<file path="config.mk">
export PLATFORM = sky130hd
export DESIGN_NAME = multicycle_alu
export DESIGN_NICKNAME = d
export VERILOG_FILES = /design/src/rtl/alu_defs_pkg.sv /design/src/rtl/alu_serial_shifter.sv /design/src/rtl/multicycle_alu.sv
export SDC_FILE = /design/constraint.sdc
export NUM_CORES = 1
export LEC_CHECK = 0
export CORE_AREA = 2 2 129 131
export CTS_CLUSTER_DIAMETER = 80
export DETAILED_ROUTE_END_ITERATION = 6
export DIE_AREA = 0 0 131 133
export PLACE_DENSITY_LB_ADDON = 0.08
export SLEW_MARGIN = 15
export SYNTH_ARGS = -nofsm -noshare
export SYNTH_HDL_FRONTEND = slang
export SYNTH_SLANG_ARGS = --single-unit
</file>
<file path="constraint.sdc">
create_clock -name clk -period 3.3 [get_ports clk]
set_input_delay 0.66 -clock clk [delete_from_list [all_inputs] [get_ports clk]]
set_output_delay 0.66 -clock clk [all_outputs]
set_load 0.03 [all_outputs]
</file>
<file path="src/rtl/alu_defs_pkg.sv">
// alu_defs_pkg: ALU operation codes and FSM state encoding shared by the ALU
// control decoder and the multicycle ALU.
//   ALU_OP_*     : 4-bit operation codes
//   alu_state_t  : multicycle ALU FSM states
//   is_shift_op  : true for the serially executed shift codes
package alu_defs_pkg;

    localparam logic [3:0] ALU_OP_AND     = 4'b0000;
    localparam logic [3:0] ALU_OP_OR      = 4'b0001;
    localparam logic [3:0] ALU_OP_NOR     = 4'b0010;
    localparam logic [3:0] ALU_OP_ADD     = 4'b0011;
    localparam logic [3:0] ALU_OP_SUB     = 4'b0100;
    localparam logic [3:0] ALU_OP_SLL     = 4'b0110;
    localparam logic [3:0] ALU_OP_SRL     = 4'b0111;
    localparam logic [3:0] ALU_OP_ILLEGAL = 4'b1001;

    typedef enum logic [1:0] {
        ST_IDLE  = 2'd0,
        ST_SHIFT = 2'd1,
        ST_DONE  = 2'd2
    } alu_state_t;

    function automatic logic is_shift_op(input logic [3:0] op);
        return (op == ALU_OP_SLL) || (op == ALU_OP_SRL);
    endfunction

endpackage

</file>
<file path="src/rtl/alu_serial_shifter.sv">
// alu_serial_shifter: one-bit-per-cycle shifter with accumulator, down-counter
// and direction bit.
//   clk, reset : clock, asynchronous active-low reset
//   load       : capture data/amount/left into accumulator, counter, direction
//   enable     : shift accumulator by one bit and decrement counter
//   left       : direction at load (1 = left, 0 = right, zero fill)
//   data       : value to shift
//   amount     : number of single-bit shifts
//   shifted    : accumulator shifted by one bit (value after the next enable)
//   last       : the next enable performs the final shift
module alu_serial_shifter #(
    parameter int WIDTH   = 32,
    parameter int SHAMT_W = 5
) (
    input  logic               clk,
    input  logic               reset,
    input  logic               load,
    input  logic               enable,
    input  logic               left,
    input  logic [WIDTH-1:0]   data,
    input  logic [SHAMT_W-1:0] amount,
    output logic [WIDTH-1:0]   shifted,
    output logic               last
);
    import alu_defs_pkg::*;

    logic [WIDTH-1:0]   acc;
    logic [SHAMT_W-1:0] count;
    logic               dir;

    always_ff @(posedge clk or negedge reset) begin
        if (!reset) begin
            acc   <= '0;
            count <= '0;
            dir   <= 1'b0;
        end else if (load) begin
            acc   <= data;
            count <= amount;
            dir   <= left;
        end else if (enable) begin
            acc   <= shifted;
            count <= count - SHAMT_W'(1);
        end
    end

    assign shifted = dir ? {acc[WIDTH-2:0], 1'b0} : {1'b0, acc[WIDTH-1:1]};
    assign last    = (count == SHAMT_W'(1));

endmodule

</file>
<file path="src/rtl/multicycle_alu.sv">
// multicycle_alu: execute-stage ALU with start/done handshake; logic and
// add/sub finish in one cycle, shifts run serially one bit per cycle.
//   clk, reset   : clock, asynchronous active-low reset
//   start        : request, accepted when busy = 0
//   ALUOperation : operation code, sampled at accept
//   A, B, shamt  : operands (B is the shift source), sampled at accept
//   busy         : shift in progress, start ignored
//   done         : one-cycle completion pulse
//   ALUResult    : registered result, held until the next done
//   Zero         : registered ALUResult == 0
//   illegal      : completed request carried an unsupported code
module multicycle_alu #(
    parameter int WIDTH   = 32,
    parameter int SHAMT_W = 5
) (
    input  logic               clk,
    input  logic               reset,
    input  logic               start,
    input  logic [3:0]         ALUOperation,
    input  logic [WIDTH-1:0]   A,
    input  logic [WIDTH-1:0]   B,
    input  logic [SHAMT_W-1:0] shamt,
    output logic               busy,
    output logic               done,
    output logic [WIDTH-1:0]   ALUResult,
    output logic               Zero,
    output logic               illegal
);
    import alu_defs_pkg::*;

    alu_state_t       state, next_state;
    logic [WIDTH-1:0] alu_val, res_next, shifted;
    logic             ill_op, ill_next, load_res, sh_load, sh_en, last;

    // Shift codes fall through to B here so that shamt = 0 completes at once.
    always_comb begin
        alu_val = '0;
        ill_op  = 1'b0;
        case (ALUOperation)
            ALU_OP_AND: alu_val = A & B;
            ALU_OP_OR:  alu_val = A | B;
            ALU_OP_NOR: alu_val = ~(A | B);
            ALU_OP_ADD: alu_val = A + B;
            ALU_OP_SUB: alu_val = A - B;
            ALU_OP_SLL,
            ALU_OP_SRL: alu_val = B;
            default:    ill_op  = 1'b1;
        endcase
    end

    always_ff @(posedge clk or negedge reset) begin
        if (!reset) state <= ST_IDLE;
        else        state <= next_state;
    end

    // DONE accepts a new request exactly like IDLE, giving one result per cycle.
    always_comb begin
        next_state = state;
        load_res   = 1'b0;
        res_next   = alu_val;
        ill_next   = 1'b0;
        sh_load    = 1'b0;
        sh_en      = 1'b0;
        if (state == ST_SHIFT) begin
            sh_en = 1'b1;
            if (last) begin
                load_res   = 1'b1;
                res_next   = shifted;
                next_state = ST_DONE;
            end
        end else if (start) begin
            if (is_shift_op(ALUOperation) && shamt != '0) begin
                sh_load    = 1'b1;
                next_state = ST_SHIFT;
            end else begin
                load_res   = 1'b1;
                ill_next   = ill_op;
                next_state = ST_DONE;
            end
        end else begin
            next_state = ST_IDLE;
        end
    end

    alu_serial_shifter #(.WIDTH(WIDTH), .SHAMT_W(SHAMT_W)) u_shifter (
        .clk     (clk),
        .reset   (reset),
        .load    (sh_load),
        .enable  (sh_en),
        .left    (ALUOperation == ALU_OP_SLL),
        .data    (B),
        .amount  (shamt),
        .shifted (shifted),
        .last    (last)
    );

    always_ff @(posedge clk or negedge reset) begin
        if (!reset) begin
            ALUResult <= '0;
            Zero      <= 1'b1;
            illegal   <= 1'b0;
        end else if (load_res) begin
            ALUResult <= res_next;
            Zero      <= (res_next == '0);
            illegal   <= ill_next;
        end
    end

    assign busy = (state == ST_SHIFT);
    assign done = (state == ST_DONE);

endmodule

</file>
==> impl_summary.txt <==
----------------------------------------------------
[Pwr]
  Total power per unit cell area ... 407.7 mW/mm^2
  Largest voltage drop on the vdd net ... 0.3256 mV
  Static leakage ... 5.679 nW

[Routing]
  Via count ... 9772
  Final routed DRC violation total ... 0
  Final ANT Viol Nets ... 0
  Average wire per standard cell ... 21.49 um
  First drt pass iteration count ... 6
  Total Routed Length ... 34110 um
  Via density ... 6.158
  Initial detailed-routing violation count ... 1033

[Outcome]
  Violations in the final reports ... negative setup slack
  Run status ... finished, violations left

[Synth]
  Primary flip-flop cell chosen by synthesis mapping ... dfrtp_1
  Number of enable flip-flop cells after synthesis ... 0
  Most area-consuming cells after synthesis ... dfrtp_1, a21oi_1, ha_1
  Total number of yosys warnings ... 0
  Share of async-settable or async-resettable flops after synthesis ... 100.0%
  Yosys top cell area share ... 23.16%
  Number of unique standard cell types used by synthesis ... 77
  Mapped Avg Cell Area ... 7.855 um^2
  Net count of the mapped netlist ... 1117
  Synth Instances ... 1004
  Post-synth top area cell ... dfrtp_1
  Post-synthesis sequential element count ... 74
  Cell area after technology mapping ... 0.007886 mm^2
  Proportion of synthesized chip area in sequential cells ... 23.50%

[Clocking]
  Longest Clk Path Bufs ... 2
  Clock buffer count from CTS ... 9
  Clock root cell ... clkbuf_16
  Clock-pin transition on the worst setup and hold timing paths ... 0.06 ns
  Worst-skew pair later-pin latency ... 0.33 ns
  Hold buffer count at cts ... 0
  TritonCTS Sinks ... 74
  Clock tree from TritonCTS ... yes
  CTS HTree Levels ... 3

[Finish]
  Nets ... 1477
  Highest-count cells in the layout ignoring fill and taps ... buf_4, clkdlybuf4s50_1, nor2_1
  Most common cell after layout, fill and taps aside ... buf_4
  Share of layout cells above drive strength 1 ... 41.55%
  Final Non-Filler Cells ... 1587
  Finished Core Util ... 80.35%
  Post-synthesis to final-layout area growth ... 64.76%
  Non-Filler Cell Area, Final ... 0.01299 mm^2
  Inserted Diodes ... 0

[Min path]
  Worst hold-check path type ... in -> async

[Place]
  Routability-driven placement congestion ratio ... 0.9731
  Input/output buffers ... 111
  Placed cells ... 1513
  HPWL after DPL ... 24310 um
  Cell area after placement ... 0.01118 mm^2

[Timing]
  Final count of negative-setup-slack endpoints ... 24
  Number of slew-limit violations in the final report ... 0
  Post-route minimum period ... 4.434 ns
  Max-slew headroom at the worst pin ... 34.89%
  Post-route clock skew ... 0.006058 ns
  Worst Tran Pin Value ... 0.9767 ns
  Fin. Hold Viols ... 0
  Smallest setup slack after layout ... -1.134 ns
  Period Utilization, post-route ... 134.4%
  Maximum clock frequency ... 0.2255 GHz
  Unrepaired setup endpoints after global routing ... yes

[GRT]
  Global-route total usage across every layer ... 38.04%
  Pin count of the biggest net entering global routing ... 75
  Vias in the first global route ... 9237
  Global route overflow ... 0
  Number of antenna violations at the first check in global routing ... 0
  Wire length of the first global-routing pass ... 51300 um

[Die]
  Standard-cell rows ... 47
  Core area ... 0.01617 mm^2
  Die Footprint ... 0.01742 mm^2
  Die width ... 131 um
  Starting Density ... 48.77%
  Count of pins on the block boundary ... 112
  Y dimension of the die ... 133 um

[Critical path]
  Sum of buffers and inverters on the critical path ... 3
  Required time of the worst setup path ... 3.57 ns
  Critical-path maximum fanout ... 3
  Critical-path cell with the highest stage delay ... a2111oi_4
  List of cells traversed by the critical path ... buf_2, nor4_4, nand2b_4, buf_6, nor4_4, nor2_1, xnor2_1, ha_1, nand4_1, a2111oi_4, nor3_2, a2111oi_4, a211oi_2, a211oi_1, buf_4, nand4_1, nor4_2, a41o_1
  Kind of start point of the critical path ... input pin
  Critical path start-end classification ... in -> reg
  Element type at the critical path end ... flop
  Stage delay of the slowest cell on the critical path ... 0.54 ns
  Top Family by Delay on Critical Path ... simple AND/OR/NAND/NOR gates
  Arrival @ worst endpoint ... 4.71 ns

[Flow run]
  MaxCap Viol Count ... 0

----------------------------------------------------
-- per-layer routing --
metal  track usage [%]  routed length, um  vias to the layer above
met5                 0                  0                        -
met4             8.215                701                        0
met3             6.470               3411                       64
met2             55.67              14910                      601
met1             58.31              15090                     4666
li1                  -                  -                     4441
-- layout make-up --
| class | count | area (um^2) |
|---|---|---|
| well taps | 220 | 275.3 |
| flip-flops and latches | 74 | 1853 |
| inverters | 21 | 81.33 |
| multi-input cells | 819 | 6728 |
| clock inverters | 2 | 37.54 |
| fillers | 1097 | 3178 |
| repair buffers | 439 | 3762 |
| clock buffers | 12 | 256.5 |
-- sequential cells by signal, summed over array words and instances (netlist names) --
register	flops
state	2
u_shifter.acc	32
Zero	1
u_shifter.count	5
illegal	1
u_shifter.dir	1
ALUResult	32
-- metrics by stage --
step	power, W	setup WS [ns]	setup TNS [ns]	hold slack (ns)
6_report	0.005298	-1.134	-13.62	0.4626
3_3_place_gp	0.003797	-1.763	-32.68	0.4749
2_1_floorplan	0.002790	-1.157	-14.91	0.3644
3_5_place_dp	0.003845	-1.830	-33.54	0.4794
5_1_grt	0.005561	-1.300	-16.30	0.5035
4_1_cts	0.005068	-0.9413	-9.634	0.4915
-- final timing paths --
kind                                         start                  to  cells after the start  slack (ns)
worst max-delay path                          B[8]                Zero                     18       -1.13
worst min-delay path                         reset  u_shifter.count[1]                      1        0.46
worst max register to register  u_shifter.count[2]                Zero                     10        0.16
worst min register to register       ALUResult[12]       ALUResult[12]                      1        0.49
max in group asynchronous                    reset       ALUResult[23]                      1        2.18
min in group clk                     ALUResult[12]       ALUResult[12]                      1        0.49
-- synthesized netlist by cell type, types with 15 or more instances --
master / number
nor2_1: 98
a21oi_1: 97
nand2_1: 84
o21ai_0: 78
dfrtp_1: 73
clkbuf_1: 70
mux2_2: 39
ha_1: 36
mux2i_1: 36
xnor2_1: 31
maj3_1: 30
a22oi_1: 24
a22o_1: 23
inv_1: 20
xor2_1: 19
nor3_1: 17
nor4_1: 17
a21o_1: 15
-- power breakdown --
group / switching (W) / total (W) / internal [W]
clock: 0.000372 / 0.000990 / 0.000619
sequential: 0.000216 / 0.00139 / 0.00118
combinational: 0.00154 / 0.00291 / 0.00138
total: 0.00212 / 0.00530 / 0.00317
-- cells by family (layout without fill, tap and decap cells) --
group,Yosys count,in the layout,synth area share (%)
XOR/XNOR,50,50,5.553
flip-flops,74,74,23.50
buffers and inverters,111,474,5.378
AND/OR/NAND/NOR,288,288,17.06
adder cells (fa/ha/maj),67,67,9.773
multiplexers,75,75,10.14
AO/OA/AOI/OAI,339,339,28.61
-- repair_timing --
action | CTS | global route
setup endpoints to repair | 30 | 27
resized for setup | 221 | 87
buffers inserted | 46 | 32
cloned | 0 | 0
pin swaps | 100 | 89
(Power assumes the default switching activity.)
